### src/rtl/trng_pkg.sv
// rtl/trng_pkg.sv - shared fill-state encoding and default widths for the EHR accumulator
package trng_pkg;

  localparam int DEF_EHR_WIDTH = 192;
  localparam int DEF_SAMPLE_W  = 16;
  localparam int DEF_WORD_W    = 32;
  localparam int DEF_NUM_SLOTS = 2;
  localparam int DEF_CNT_W     = $clog2(DEF_EHR_WIDTH + 1);
  localparam int DEF_SLOT_W    = (DEF_NUM_SLOTS > 1) ? $clog2(DEF_NUM_SLOTS) : 1;

  typedef enum logic [1:0] {
    FILL_FILLING   = 2'd0,
    FILL_WAIT_TEST = 2'd1,
    FILL_SEAL      = 2'd2,
    FILL_STALL     = 2'd3
  } fill_state_e;

  function automatic logic [7:0] sat_inc8(input logic [7:0] v);
    return (v == 8'hFF) ? v : v + 8'd1;
  endfunction

endpackage

### src/rtl/trng_ehr_accum_ctrl_if.sv
// rtl/trng_ehr_accum_ctrl_if.sv - sample, health-test, read and status signals of the EHR accumulator
interface trng_ehr_accum_ctrl_if #(
  parameter int CNT_W  = trng_pkg::DEF_CNT_W,
  parameter int SLOT_W = trng_pkg::DEF_SLOT_W
);
  logic              rst_trng_logic;
  logic              crngt_valid;
  logic              collector_valid;
  logic              crngt_bypass;
  logic              test_err;
  logic              autocorr_done;
  logic              autocorr_bypass;
  logic              word_rd;
  logic              prng_rd;
  logic              cpu_mid_rd;
  logic [CNT_W-1:0]  fill_bits;
  logic              head_valid;
  logic              prng_ehr_valid;
  logic [CNT_W-1:0]  head_bits;
  logic [SLOT_W:0]   occupancy;
  logic              full;
  logic              overflow;
  logic              rd_underflow;
  logic [7:0]        err_drop_cnt;

  modport master (
    output rst_trng_logic, crngt_valid, collector_valid, crngt_bypass, test_err,
           autocorr_done, autocorr_bypass, word_rd, prng_rd, cpu_mid_rd,
    input  fill_bits, head_valid, prng_ehr_valid, head_bits, occupancy, full,
           overflow, rd_underflow, err_drop_cnt
  );

  modport slave (
    input  rst_trng_logic, crngt_valid, collector_valid, crngt_bypass, test_err,
           autocorr_done, autocorr_bypass, word_rd, prng_rd, cpu_mid_rd,
    output fill_bits, head_valid, prng_ehr_valid, head_bits, occupancy, full,
           overflow, rd_underflow, err_drop_cnt
  );
endinterface

### src/rtl/trng_ehr_slot_fifo.sv
// rtl/trng_ehr_slot_fifo.sv - sealed EHR slots in FIFO order with per-slot unread bit counts
module trng_ehr_slot_fifo #(
  parameter int EHR_WIDTH = 192,
  parameter int WORD_W    = 32,
  parameter int NUM_SLOTS = 2,
  parameter int CNT_W     = 8,
  parameter int SLOT_W    = 1
) (
  input  logic              clk_i,
  input  logic              rst_i,
  input  logic              clr_i,
  input  logic              push_i,
  input  logic              word_rd_i,
  input  logic              prng_rd_i,
  output logic              head_valid_o,
  output logic [CNT_W-1:0]  head_bits_o,
  output logic [SLOT_W:0]   occupancy_o,
  output logic              full_o,
  output logic              free_o,
  output logic              rd_underflow_o
);

  logic [CNT_W-1:0]  bits_q [NUM_SLOTS];
  logic [SLOT_W-1:0] rd_ptr_q;
  logic [SLOT_W-1:0] wr_ptr_q;
  logic [SLOT_W:0]   occ_q;
  logic [SLOT_W:0]   occ_d;
  logic              unf_q;
  logic              head_valid;
  logic              last_word;
  logic              word_dec;
  logic              free;

  function automatic logic [SLOT_W-1:0] nxt_ptr(input logic [SLOT_W-1:0] p);
    return (p == SLOT_W'(NUM_SLOTS - 1)) ? '0 : p + 1'b1;
  endfunction

  assign head_valid = (occ_q != '0);
  assign last_word  = (bits_q[rd_ptr_q] == CNT_W'(WORD_W));
  // prng_rd takes the whole slot, so a same-cycle word_rd must not also decrement it
  assign word_dec   = head_valid & word_rd_i & ~prng_rd_i;
  assign free       = head_valid & (prng_rd_i | (word_rd_i & last_word));
  assign occ_d      = occ_q + (SLOT_W + 1)'(push_i) - (SLOT_W + 1)'(free);

  always_ff @(posedge clk_i or posedge rst_i) begin
    if (rst_i) begin
      for (int i = 0; i < NUM_SLOTS; i++) bits_q[i] <= '0;
      rd_ptr_q <= '0;
      wr_ptr_q <= '0;
      occ_q    <= '0;
      unf_q    <= 1'b0;
    end else if (clr_i) begin
      for (int i = 0; i < NUM_SLOTS; i++) bits_q[i] <= '0;
      rd_ptr_q <= '0;
      wr_ptr_q <= '0;
      occ_q    <= '0;
      unf_q    <= 1'b0;
    end else begin
      unf_q <= (word_rd_i | prng_rd_i) & ~head_valid;
      occ_q <= occ_d;
      if (push_i) begin
        bits_q[wr_ptr_q] <= CNT_W'(EHR_WIDTH);
        wr_ptr_q         <= nxt_ptr(wr_ptr_q);
      end
      if (word_dec) begin
        bits_q[rd_ptr_q] <= bits_q[rd_ptr_q] - CNT_W'(WORD_W);
      end
      if (free) begin
        rd_ptr_q <= nxt_ptr(rd_ptr_q);
      end
    end
  end

  assign head_valid_o   = head_valid;
  assign head_bits_o    = head_valid ? bits_q[rd_ptr_q] : '0;
  assign occupancy_o    = occ_q;
  assign full_o         = (occ_q == (SLOT_W + 1)'(NUM_SLOTS));
  assign free_o         = free;
  assign rd_underflow_o = unf_q;

endmodule

### src/rtl/trng_ehr_accum_ctrl.sv
// rtl/trng_ehr_accum_ctrl.sv - EHR fill FSM and sample accumulation feeding a FIFO of sealed slots
module trng_ehr_accum_ctrl
  import trng_pkg::*;
#(
  parameter int EHR_WIDTH = DEF_EHR_WIDTH,
  parameter int SAMPLE_W  = DEF_SAMPLE_W,
  parameter int WORD_W    = DEF_WORD_W,
  parameter int NUM_SLOTS = DEF_NUM_SLOTS
) (
  input logic                  rng_clk,
  input logic                  rst,
  trng_ehr_accum_ctrl_if.slave bus
);

  localparam int CNT_W  = $clog2(EHR_WIDTH + 1);
  localparam int SLOT_W = (NUM_SLOTS > 1) ? $clog2(NUM_SLOTS) : 1;

  fill_state_e      state_q;
  fill_state_e      state_d;
  logic [CNT_W-1:0] fill_q;
  logic [CNT_W-1:0] fill_d;
  logic [7:0]       err_q;
  logic [7:0]       err_d;
  logic             ovf_q;
  logic             ovf_d;
  logic             sample_v;
  logic             seal;
  logic             full;
  logic             free;
  logic             head_valid;

  assign sample_v = bus.crngt_valid | (bus.crngt_bypass & bus.collector_valid);

  always_comb begin
    state_d = state_q;
    fill_d  = fill_q;
    err_d   = err_q;
    ovf_d   = 1'b0;
    seal    = 1'b0;
    case (state_q)
      FILL_FILLING: begin
        if (bus.test_err) begin
          fill_d = '0;
          err_d  = sat_inc8(err_q);
        end else if (sample_v) begin
          fill_d = fill_q + CNT_W'(SAMPLE_W);
          if (fill_d == CNT_W'(EHR_WIDTH)) state_d = FILL_WAIT_TEST;
        end
      end
      FILL_WAIT_TEST: begin
        if (bus.test_err) begin
          fill_d  = '0;
          err_d   = sat_inc8(err_q);
          state_d = FILL_FILLING;
        end else if (bus.autocorr_done | bus.autocorr_bypass) begin
          // Slot contents move into the FIFO; the fill counter restarts immediately
          seal    = 1'b1;
          fill_d  = '0;
          state_d = FILL_SEAL;
        end
      end
      FILL_SEAL: begin
        state_d = (full && !free) ? FILL_STALL : FILL_FILLING;
      end
      FILL_STALL: begin
        ovf_d = sample_v;
        if (!full || free) state_d = FILL_FILLING;
      end
      default: state_d = FILL_FILLING;
    endcase
  end

  always_ff @(posedge rng_clk or posedge rst) begin
    if (rst) begin
      state_q <= FILL_FILLING;
      fill_q  <= '0;
      err_q   <= '0;
      ovf_q   <= 1'b0;
    end else if (bus.rst_trng_logic) begin
      state_q <= FILL_FILLING;
      fill_q  <= '0;
      err_q   <= '0;
      ovf_q   <= 1'b0;
    end else begin
      state_q <= state_d;
      fill_q  <= fill_d;
      err_q   <= err_d;
      ovf_q   <= ovf_d;
    end
  end

  trng_ehr_slot_fifo #(
    .EHR_WIDTH (EHR_WIDTH),
    .WORD_W    (WORD_W),
    .NUM_SLOTS (NUM_SLOTS),
    .CNT_W     (CNT_W),
    .SLOT_W    (SLOT_W)
  ) u_slot_fifo (
    .clk_i          (rng_clk),
    .rst_i          (rst),
    .clr_i          (bus.rst_trng_logic),
    .push_i         (seal),
    .word_rd_i      (bus.word_rd),
    .prng_rd_i      (bus.prng_rd),
    .head_valid_o   (head_valid),
    .head_bits_o    (bus.head_bits),
    .occupancy_o    (bus.occupancy),
    .full_o         (full),
    .free_o         (free),
    .rd_underflow_o (bus.rd_underflow)
  );

  assign bus.fill_bits      = fill_q;
  assign bus.head_valid     = head_valid;
  assign bus.prng_ehr_valid = head_valid & ~bus.cpu_mid_rd;
  assign bus.full           = full;
  assign bus.overflow       = ovf_q;
  assign bus.err_drop_cnt   = err_q;

endmodule

### src/flat_wrapper.sv
// flat-port wrapper written by rule: the top's interface ports become plain ports
module trng_ehr_accum_ctrl_flat import trng_pkg::*;
#(
  parameter int EHR_WIDTH = DEF_EHR_WIDTH,
  parameter int SAMPLE_W  = DEF_SAMPLE_W,
  parameter int WORD_W    = DEF_WORD_W,
  parameter int NUM_SLOTS = DEF_NUM_SLOTS
)
  (rng_clk, rst, bus_rst_trng_logic, bus_crngt_valid, bus_collector_valid, bus_crngt_bypass, bus_test_err, bus_autocorr_done, bus_autocorr_bypass, bus_word_rd, bus_prng_rd, bus_cpu_mid_rd, bus_fill_bits, bus_head_valid, bus_prng_ehr_valid, bus_head_bits, bus_occupancy, bus_full, bus_overflow, bus_rd_underflow, bus_err_drop_cnt);
  trng_ehr_accum_ctrl_if bus_i ();
  input logic rng_clk;
  input logic rst;
  input wire logic [$bits(bus_i.rst_trng_logic)-1:0] bus_rst_trng_logic;
  input wire logic [$bits(bus_i.crngt_valid)-1:0] bus_crngt_valid;
  input wire logic [$bits(bus_i.collector_valid)-1:0] bus_collector_valid;
  input wire logic [$bits(bus_i.crngt_bypass)-1:0] bus_crngt_bypass;
  input wire logic [$bits(bus_i.test_err)-1:0] bus_test_err;
  input wire logic [$bits(bus_i.autocorr_done)-1:0] bus_autocorr_done;
  input wire logic [$bits(bus_i.autocorr_bypass)-1:0] bus_autocorr_bypass;
  input wire logic [$bits(bus_i.word_rd)-1:0] bus_word_rd;
  input wire logic [$bits(bus_i.prng_rd)-1:0] bus_prng_rd;
  input wire logic [$bits(bus_i.cpu_mid_rd)-1:0] bus_cpu_mid_rd;
  output wire logic [$bits(bus_i.fill_bits)-1:0] bus_fill_bits;
  output wire logic [$bits(bus_i.head_valid)-1:0] bus_head_valid;
  output wire logic [$bits(bus_i.prng_ehr_valid)-1:0] bus_prng_ehr_valid;
  output wire logic [$bits(bus_i.head_bits)-1:0] bus_head_bits;
  output wire logic [$bits(bus_i.occupancy)-1:0] bus_occupancy;
  output wire logic [$bits(bus_i.full)-1:0] bus_full;
  output wire logic [$bits(bus_i.overflow)-1:0] bus_overflow;
  output wire logic [$bits(bus_i.rd_underflow)-1:0] bus_rd_underflow;
  output wire logic [$bits(bus_i.err_drop_cnt)-1:0] bus_err_drop_cnt;
  assign bus_i.rst_trng_logic = bus_rst_trng_logic;
  assign bus_i.crngt_valid = bus_crngt_valid;
  assign bus_i.collector_valid = bus_collector_valid;
  assign bus_i.crngt_bypass = bus_crngt_bypass;
  assign bus_i.test_err = bus_test_err;
  assign bus_i.autocorr_done = bus_autocorr_done;
  assign bus_i.autocorr_bypass = bus_autocorr_bypass;
  assign bus_i.word_rd = bus_word_rd;
  assign bus_i.prng_rd = bus_prng_rd;
  assign bus_i.cpu_mid_rd = bus_cpu_mid_rd;
  assign bus_fill_bits = bus_i.fill_bits;
  assign bus_head_valid = bus_i.head_valid;
  assign bus_prng_ehr_valid = bus_i.prng_ehr_valid;
  assign bus_head_bits = bus_i.head_bits;
  assign bus_occupancy = bus_i.occupancy;
  assign bus_full = bus_i.full;
  assign bus_overflow = bus_i.overflow;
  assign bus_rd_underflow = bus_i.rd_underflow;
  assign bus_err_drop_cnt = bus_i.err_drop_cnt;
  trng_ehr_accum_ctrl #(.EHR_WIDTH(EHR_WIDTH), .SAMPLE_W(SAMPLE_W), .WORD_W(WORD_W), .NUM_SLOTS(NUM_SLOTS)) u_core (.rng_clk(rng_clk), .rst(rst), .bus(bus_i));
endmodule
### config.mk
export PLATFORM = sky130hd
export DESIGN_NAME = trng_ehr_accum_ctrl_flat
export DESIGN_NICKNAME = d
export VERILOG_FILES = /design/src/rtl/trng_pkg.sv /design/src/rtl/trng_ehr_accum_ctrl_if.sv /design/src/rtl/trng_ehr_slot_fifo.sv /design/src/rtl/trng_ehr_accum_ctrl.sv /design/src/flat_wrapper.sv
export SDC_FILE = /design/constraint.sdc
export NUM_CORES = 1
export LEC_CHECK = 0
export CAP_MARGIN = 10
export CORE_MARGIN = 8
export CORE_UTILIZATION = 30
export CTS_CLUSTER_DIAMETER = 150
export DETAILED_ROUTE_END_ITERATION = 10
export GPL_ROUTABILITY_DRIVEN = 0
export GPL_TIMING_DRIVEN = 0
export PLACE_DENSITY = 0.5
export SLEW_MARGIN = 15
export SYNTH_ARGS = -nofsm -noshare
export SYNTH_HDL_FRONTEND = slang
export SYNTH_SLANG_ARGS = --single-unit
### constraint.sdc
create_clock -name rng_clk -period 3.6 [get_ports rng_clk]
set_input_delay 1.08 -clock rng_clk [delete_from_list [all_inputs] [get_ports rng_clk]]
set_output_delay 1.08 -clock rng_clk [all_outputs]
set_load 0.005 [all_outputs]
Word level (Yosys, flattened, before mapping)
Cells that the tools add are included.
{"block": "totals", "regBits": 40, "latchBits": 0, "ram_bits": 0, "romBits": 0, "inputBits": 12, "output_inout_bits": 31, "word_cells": 116, "memories": 0}
{"block": "op_classes", "add_sub_neg": 7, "mul": 0, "div_mod_pow": 0, "n_lt_le_gt_ge": 4, "n_eq_ne": 14, "shift": 0, "mux": 45, "n_bitwise": 19, "reduce_logical": 17}
{"op": "8-bit two-way mux", "n": 15}
{"op": "16-bit two-way mux", "n": 4}
{"op": "2-bit two-way mux", "n": 9}
{"op": "16-bit bitwise mux", "n": 1}
{"op": "8-bit demux with 1-bit select", "n": 2}
{"op": "8-bit == test, second input constant", "n": 2}
{"op": "8-bit case mux with 2 select lines", "n": 1}
{"op": "12-bit AND", "n": 1}
{"op": "1-bit two-way mux", "n": 12}
{"op": "12-bit inverter", "n": 1}
{"op": "2-bit nonzero test", "n": 5}
{"op": "3-bit by 2-bit != test with 1-bit output, second input constant", "n": 3}
{"op": "8-bit by 1-bit adder with 8-bit output, second input constant", "n": 1}
{"op": "8-bit by 5-bit adder with 8-bit output, second input constant", "n": 1}
{"op": "8-bit by 6-bit == test with 1-bit output, second input constant", "n": 1}
{"op": "4-bit by 3-bit != test with 1-bit output, second input constant", "n": 2}
{"op": "2-bit case mux with 4 select lines", "n": 1}
{"op": "8-bit by 6-bit subtractor with 8-bit output, second input constant", "n": 1}
{"op": "1-bit AND", "n": 7}
{"op": "2-bit == test, second input constant", "n": 3}
{"op": "3-bit AND reduction", "n": 2}
{"op": "5-bit AND reduction", "n": 1}
{"op": "2-bit greater-or-equal comparator, second input constant", "n": 2}
{"op": "2-bit by 1-bit less-than comparator with 1-bit output, second input constant", "n": 2}
{"op": "other kinds (16)", "n": 26}

Longest topological paths before layout
{"block": "depth", "word_depth": 13, "depth_mapped": 12, "depth_no_buf": 11}

By module
A second synthesis with hierarchy kept.
{"block": "unflattened", "hier_cells": 207, "area_unflattened_um2": 2090.8}
{"module": "trng_ehr_slot_fifo", "instances": 1, "cells_per_inst": 110, "area_per_inst_um2": 1158.6, "seq_area_each_um2": 525.5}
{"module": "trng_ehr_accum_ctrl", "instances": 1, "cells_per_inst": 97, "area_per_inst_um2": 932.1, "seq_area_each_um2": 375.4}

Worst setup path after synthesis
OpenSTA, ideal clock, no wires.
{"block": "synth_path", "path_type": "input-to-reg", "startpoint": "input bus_word_rd", "endpoint": "register u_core.u_slot_fifo.occ_q[1] (netlist: u_core.u_slot_fifo.occupancy_o[1])", "setup_time_ns": 0.132, "arrival_time_ns": 2.817, "t_required_ns": 3.468, "path_slack_ns": 0.651, "path_stages": 11, "n_path_buf": 0, "path_cell_list": "or4b_4 nor3b_2 o22ai_1 or2b_1 and2_1 ha_1 inv_1 ha_1 xor2_1 xnor2_1 nor2_1"}
{"block": "synth_via", "elab_chain_len": 5}
{"item": "from (decl)", "line_no": "flat_wrapper.sv:20", "text": "input wire logic [$bits(bus_i.word_rd)-1:0] bus_word_rd;"}
{"item": "1-bit AND", "line_no": "trng_ehr_slot_fifo.sv:42", "text": "assign free = head_valid & (prng_rd_i | (word_rd_i & last_word));"}
{"item": "1-bit OR", "line_no": "trng_ehr_slot_fifo.sv:42"}
{"item": "1-bit AND", "line_no": "trng_ehr_slot_fifo.sv:42"}
{"item": "2-bit by 1-bit subtractor with 2-bit output", "line_no": "trng_ehr_slot_fifo.sv:43", "text": "assign occ_d = occ_q + (SLOT_W + 1)'(push_i) - (SLOT_W + 1)'(free);"}
{"item": "2-bit two-way mux", "line_no": "trng_ehr_slot_fifo.sv:52", "text": "end else if (clr_i) begin"}
{"item": "to (signal assigned)", "line_no": "trng_ehr_slot_fifo.sv:50", "text": "occ_q <= '0;"}
{"item": "to (signal assigned)", "line_no": "trng_ehr_slot_fifo.sv:56", "text": "occ_q <= '0;"}
{"item": "to (signal assigned)", "line_no": "trng_ehr_slot_fifo.sv:60", "text": "occ_q <= occ_d;"}
{"item": "to (decl)", "line_no": "trng_ehr_slot_fifo.sv:26", "text": "logic [SLOT_W:0] occ_q;"}
No other way between the ends.
A chain may end at the register's enable or synchronous reset.

Final worst setup path
Same ends and word-level chain as after synthesis.

==> results by stage <==
Detailed routing:
- The total vias in the final route is 1548.
- The first routing iteration left 40 violations.
- The count of TritonRoute iterations in the first routing pass is 4.
- Using the TritonRoute via totals, the vias-per-cell ratio works out to 4.763.
- In the routed design, unresolved DRC markers number 0.
- The average wire per standard cell is 14.24 µm.
- The aggregate routed wire length is 4628 µm.
- The antenna violation net count after detailed routing is 0.

STA:
- After layout, the worst path uses 93.47% of the clock period.
- The max-slew violation total from the final report is 0.
- The final setup violation count is 0.
- The pin slew with the least headroom to its limit is 0.6430 ns.
- The worst pin sits at a relative slew slack of 57.13%.
- Setup repair after global routing left no endpoint under its margin.
- The clock tree skew after final layout is 0.01110 ns.
- The minimum period implied by the final worst setup slack is 3.365 ns.
- The upper clock frequency limit is 297.2 MHz.
- The final hold violation count was 0.
- The final worst hold slack is 0.5103 ns.

CTS:
- Clock latency on the worst-skew pair, taken at its later pin, is 0.30 ns.
- The number of sinks handled by clock tree synthesis is 36.
- Counting the buffers created by CTS gives 5.
- TritonCTS built the clock tree.
- The clock passes through at most 2 buffers.
- The H-tree depth reported by CTS is 2.
- Post-CTS repair changed the size of 0 cells.
- The post-CTS setup buffer count is 0.
- The number of hold buffers added after cts is 0.
- After clock tree synthesis, the clock-pin slew on the worst setup and hold paths is 0.07 ns.
- CTS placed an instance of sky130_fd_sc_hd__clkbuf_8 at the clock tree root.

Flow run:
- Across the run, the number of max-cap violations was 0.

Synthesis:
- The cell area after synthesis is 1897 µm².
- The number of flops mapped to enable cells by yosys is 0.
- Sorting the synthesized cells by area gives the leading types as sky130_fd_sc_hd__dfrtp_1 (47%), sky130_fd_sc_hd__nor2_1 (5.3%), sky130_fd_sc_hd__xnor2_1 (4.2%).
- Synthesis produced a netlist whose cell count is 198.
- The share of the Yosys chip area taken by registers is 47.49%.
- The most common flop cell mapped by yosys is sky130_fd_sc_hd__dfrtp_1.
- The Yosys step of the flow raised 0 warnings.
- The async set or reset register ratio after synthesis is 100.0%.
- After synthesis, the netlist uses 43 different library cells.
- The most common cell in the synthesized netlist is sky130_fd_sc_hd__dfrtp_1.
- The fraction of synthesized cell area taken by the top area cell type is 47.49%.
- The flop and latch count out of synthesis is 36.
- In the synthesized netlist, the cells that appear most often are sky130_fd_sc_hd__dfrtp_1 (36), sky130_fd_sc_hd__nor2_1 (27), sky130_fd_sc_hd__nand2_1 (13).
- The largest area contributor in the synthesized netlist is sky130_fd_sc_hd__dfrtp_1.
- In this run the mean area of a mapped cell was 9.580 µm².

Placed design:
- The quantity of I/O buffers inserted on ports is 38.
- The detailed placer's ending HPWL is 3400 µm.
- The cell count after placement is 317.

Floorplan:
- The effective utilization at floorplan is 30.39%.
- The die is 95.52 µm wide.
- The floorplan row count is 29.
- During I/O placement, the number of pins put on the boundary was 43.
- From bottom edge to top edge, the die measures 95.52 µm.
- The die covers 9123 µm².
- In this run the standard cell core region covers 6241 µm².

Final layout:
- The sequential cells in the finished layout cover a total of 900.9 µm².
- The layout has 632 filler cells.
- From synthesis to final layout, the design area changed by 32.65%.
- Leaving out filler cells and counting taps, the final layout contains 325.
- 0 antenna diodes ended up in the layout.
- Cells with a size suffix above 1 make up 8.065% of the layout.
- The area used by multi-input combinational logic is 923.4 µm².
- The final layout contains 264 nets.

Pwr:
- Dividing total power by cell area gives a power density of 339.0 nW/µm².
- The reported leakage power is 1.050 nW.
- The worst-case IR drop observed on VDD is 0.0001155 V.

Worst setup path:
- The worst endpoint required time is 3.76 ns.
- The critical path in this run is classified as primary input to flip-flop.
- In this run the worst path has a maximum fanout of 5.
- The number of cells on the worst reg-to-reg path is 11.
- Data arrives at the worst endpoint at 3.53 ns.
- The endpoint of the worst-slack reg-to-reg timing path is u_core.u_slot_fifo.occupancy_o[1].
- The reg2reg setup slack is 1.12 ns.
- STA classifies the critical path startpoint as a primary input.
- The kind of end point of the critical path is a flip-flop.
- The source of the worst register-to-register timing path is u_core.u_slot_fifo.bits_q[4].

Run status:
- The flow ran to the end, and the final reports show no timing, DRC or antenna violations.

Hold path:
- The startpoint of the tightest hold check path is u_core.u_slot_fifo.bits_q[12].
- The sink of the worst hold path is u_core.u_slot_fifo.bits_q[12].
- The type of the most critical hold path is flip-flop to flip-flop.
- The number of cells traversed by the worst hold path is 1.

Global route:
- The final global-route overflow total is 0.
- The number of global-route vias before repair is 1545.
- The first-pass GRT wire length is 7603 µm.
- Entering global routing, the biggest net connects 32 pins.
- The initial antenna violation count is 0.
- The overall track demand over capacity in global routing is 10.83%.
-- flip-flops by register name (all words and copies together) (netlist names) --
signal / count
u_core.bus.err_drop_cnt: 8
u_core.bus.fill_bits: 4
u_core.bus.overflow: 1
u_core.state_q: 2
u_core.u_slot_fifo.bits_q: 16
u_core.u_slot_fifo.occupancy_o: 2
u_core.u_slot_fifo.rd_ptr_q: 1
u_core.u_slot_fifo.rd_underflow_o: 1
u_core.u_slot_fifo.wr_ptr_q: 1
-- worst max-delay path by stage --
stage,from,to,cells after the start
after floorplan,bus_word_rd,u_core.u_slot_fifo.occupancy_o[1],11
after global placement,bus_word_rd,u_core.u_slot_fifo.occupancy_o[1],12
after detailed placement,bus_word_rd,u_core.u_slot_fifo.occupancy_o[1],12
after CTS,bus_word_rd,u_core.u_slot_fifo.occupancy_o[1],12
after global routing,bus_word_rd,u_core.u_slot_fifo.occupancy_o[1],12
final,bus_word_rd,u_core.u_slot_fifo.occupancy_o[1],12
-- stage by stage --
stage / utilization (%) / setup WS, ns / instance area (µm²) / setup TNS (ns) / power (mW)
detailed placement: 38.53 / -0.09553 / 2405 / -0.09553 / 0.4970
CTS: 40.32 / 0.2186 / 2516 / 0 / 0.8644
global route: 40.32 / 0.01389 / 2516 / 0 / 0.8928
finish: 40.32 / 0.2349 / 2516 / 0 / 0.8531
global placement: 38.21 / -0.06500 / 2385 / -0.06500 / 0.4941
floorplan: - / 0.6510 / 1908 / 0 / 0.4565
-- worst max-delay path, cell delays in order --
cell	delay, ns
sky130_fd_sc_hd__clkdlybuf4s50_1	0.55
sky130_fd_sc_hd__or4b_4	0.48
sky130_fd_sc_hd__nor3b_2	0.16
sky130_fd_sc_hd__o22ai_1	0.13
sky130_fd_sc_hd__or2b_1	0.22
sky130_fd_sc_hd__and2_1	0.13
sky130_fd_sc_hd__ha_1	0.22
sky130_fd_sc_hd__inv_1	0.05
sky130_fd_sc_hd__ha_1	0.14
sky130_fd_sc_hd__xor2_1	0.17
sky130_fd_sc_hd__xnor2_1	0.13
sky130_fd_sc_hd__nor2_1	0.06
-- per-layer routing --
| layer | routed length [µm] | part of all wire, % | up-vias | track usage [%] |
|---|---|---|---|---|
| met5 | 0 | 0 | - | 0 |
| met4 | 87 | 1.9 | 0 | 4.353 |
| met3 | 424 | 9.2 | 9 | 4.488 |
| met2 | 1904 | 41 | 42 | 15.94 |
| met1 | 2212 | 48 | 723 | 13.73 |
| li1 | - | - | 774 | - |
-- cells in the final DEF (no fill, tap or decap), types with 3 or more instances in the layout --
| cell type | Yosys | layout |
|---|---|---|
| sky130_fd_sc_hd__a211oi_1 | 3 | 3 |
| sky130_fd_sc_hd__a21oi_1 | 6 | 6 |
| sky130_fd_sc_hd__and2_1 | 12 | 12 |
| sky130_fd_sc_hd__buf_4 | 4 | 4 |
| sky130_fd_sc_hd__clkbuf_1 | 3 | 3 |
| sky130_fd_sc_hd__clkbuf_8 | 0 | 5 |
| sky130_fd_sc_hd__clkdlybuf4s50_1 | 0 | 38 |
| sky130_fd_sc_hd__conb_1 | 1 | 4 |
| sky130_fd_sc_hd__dfrtp_1 | 36 | 36 |
| sky130_fd_sc_hd__ha_1 | 5 | 5 |
| sky130_fd_sc_hd__inv_1 | 8 | 7 |
| sky130_fd_sc_hd__mux2i_1 | 7 | 7 |
| sky130_fd_sc_hd__nand2_1 | 13 | 13 |
| sky130_fd_sc_hd__nand2b_1 | 3 | 3 |
| sky130_fd_sc_hd__nand3_1 | 4 | 4 |
| sky130_fd_sc_hd__nor2_1 | 27 | 27 |
| sky130_fd_sc_hd__nor2b_1 | 3 | 3 |
| sky130_fd_sc_hd__nor3_1 | 10 | 10 |
| sky130_fd_sc_hd__nor4b_1 | 4 | 4 |
| sky130_fd_sc_hd__o21ai_0 | 8 | 8 |
| sky130_fd_sc_hd__xnor2_1 | 9 | 9 |
-- logic make-up (layout without fill, tap and decap cells) --
family	after synthesis	after routing	share of synthesized area, %
compound gates	25	25	8.114
xor+xnor	11	11	5.080
fa+ha+maj	5	5	3.298
buf+inv	18	65	4.420
flops	36	36	47.49
mux	7	7	3.694
other cells	1	4	0.1977
simple gates	95	95	27.71
-- area by class of cell --
| class | instances | area share (%) |
|---|---|---|
| timing repair buffer | 39 | 15.91 |
| multi-input combinational | 147 | 36.70 |
| clock inverter | 3 | 1.691 |
| sequential | 36 | 35.80 |
| inverter | 8 | 1.193 |
| buffer | 10 | 2.138 |
| clock buffer | 5 | 2.735 |
| tap | 77 | 3.829 |
-- power by group --
part           internal (mW)  switching [mW]  total (mW)
Combinational         0.0360          0.0357      0.0717
Sequential             0.410         0.00581       0.415
Clock                  0.205           0.161       0.366
Total                  0.651           0.202       0.853
No activity file was read; power rests on OpenSTA's default activity.
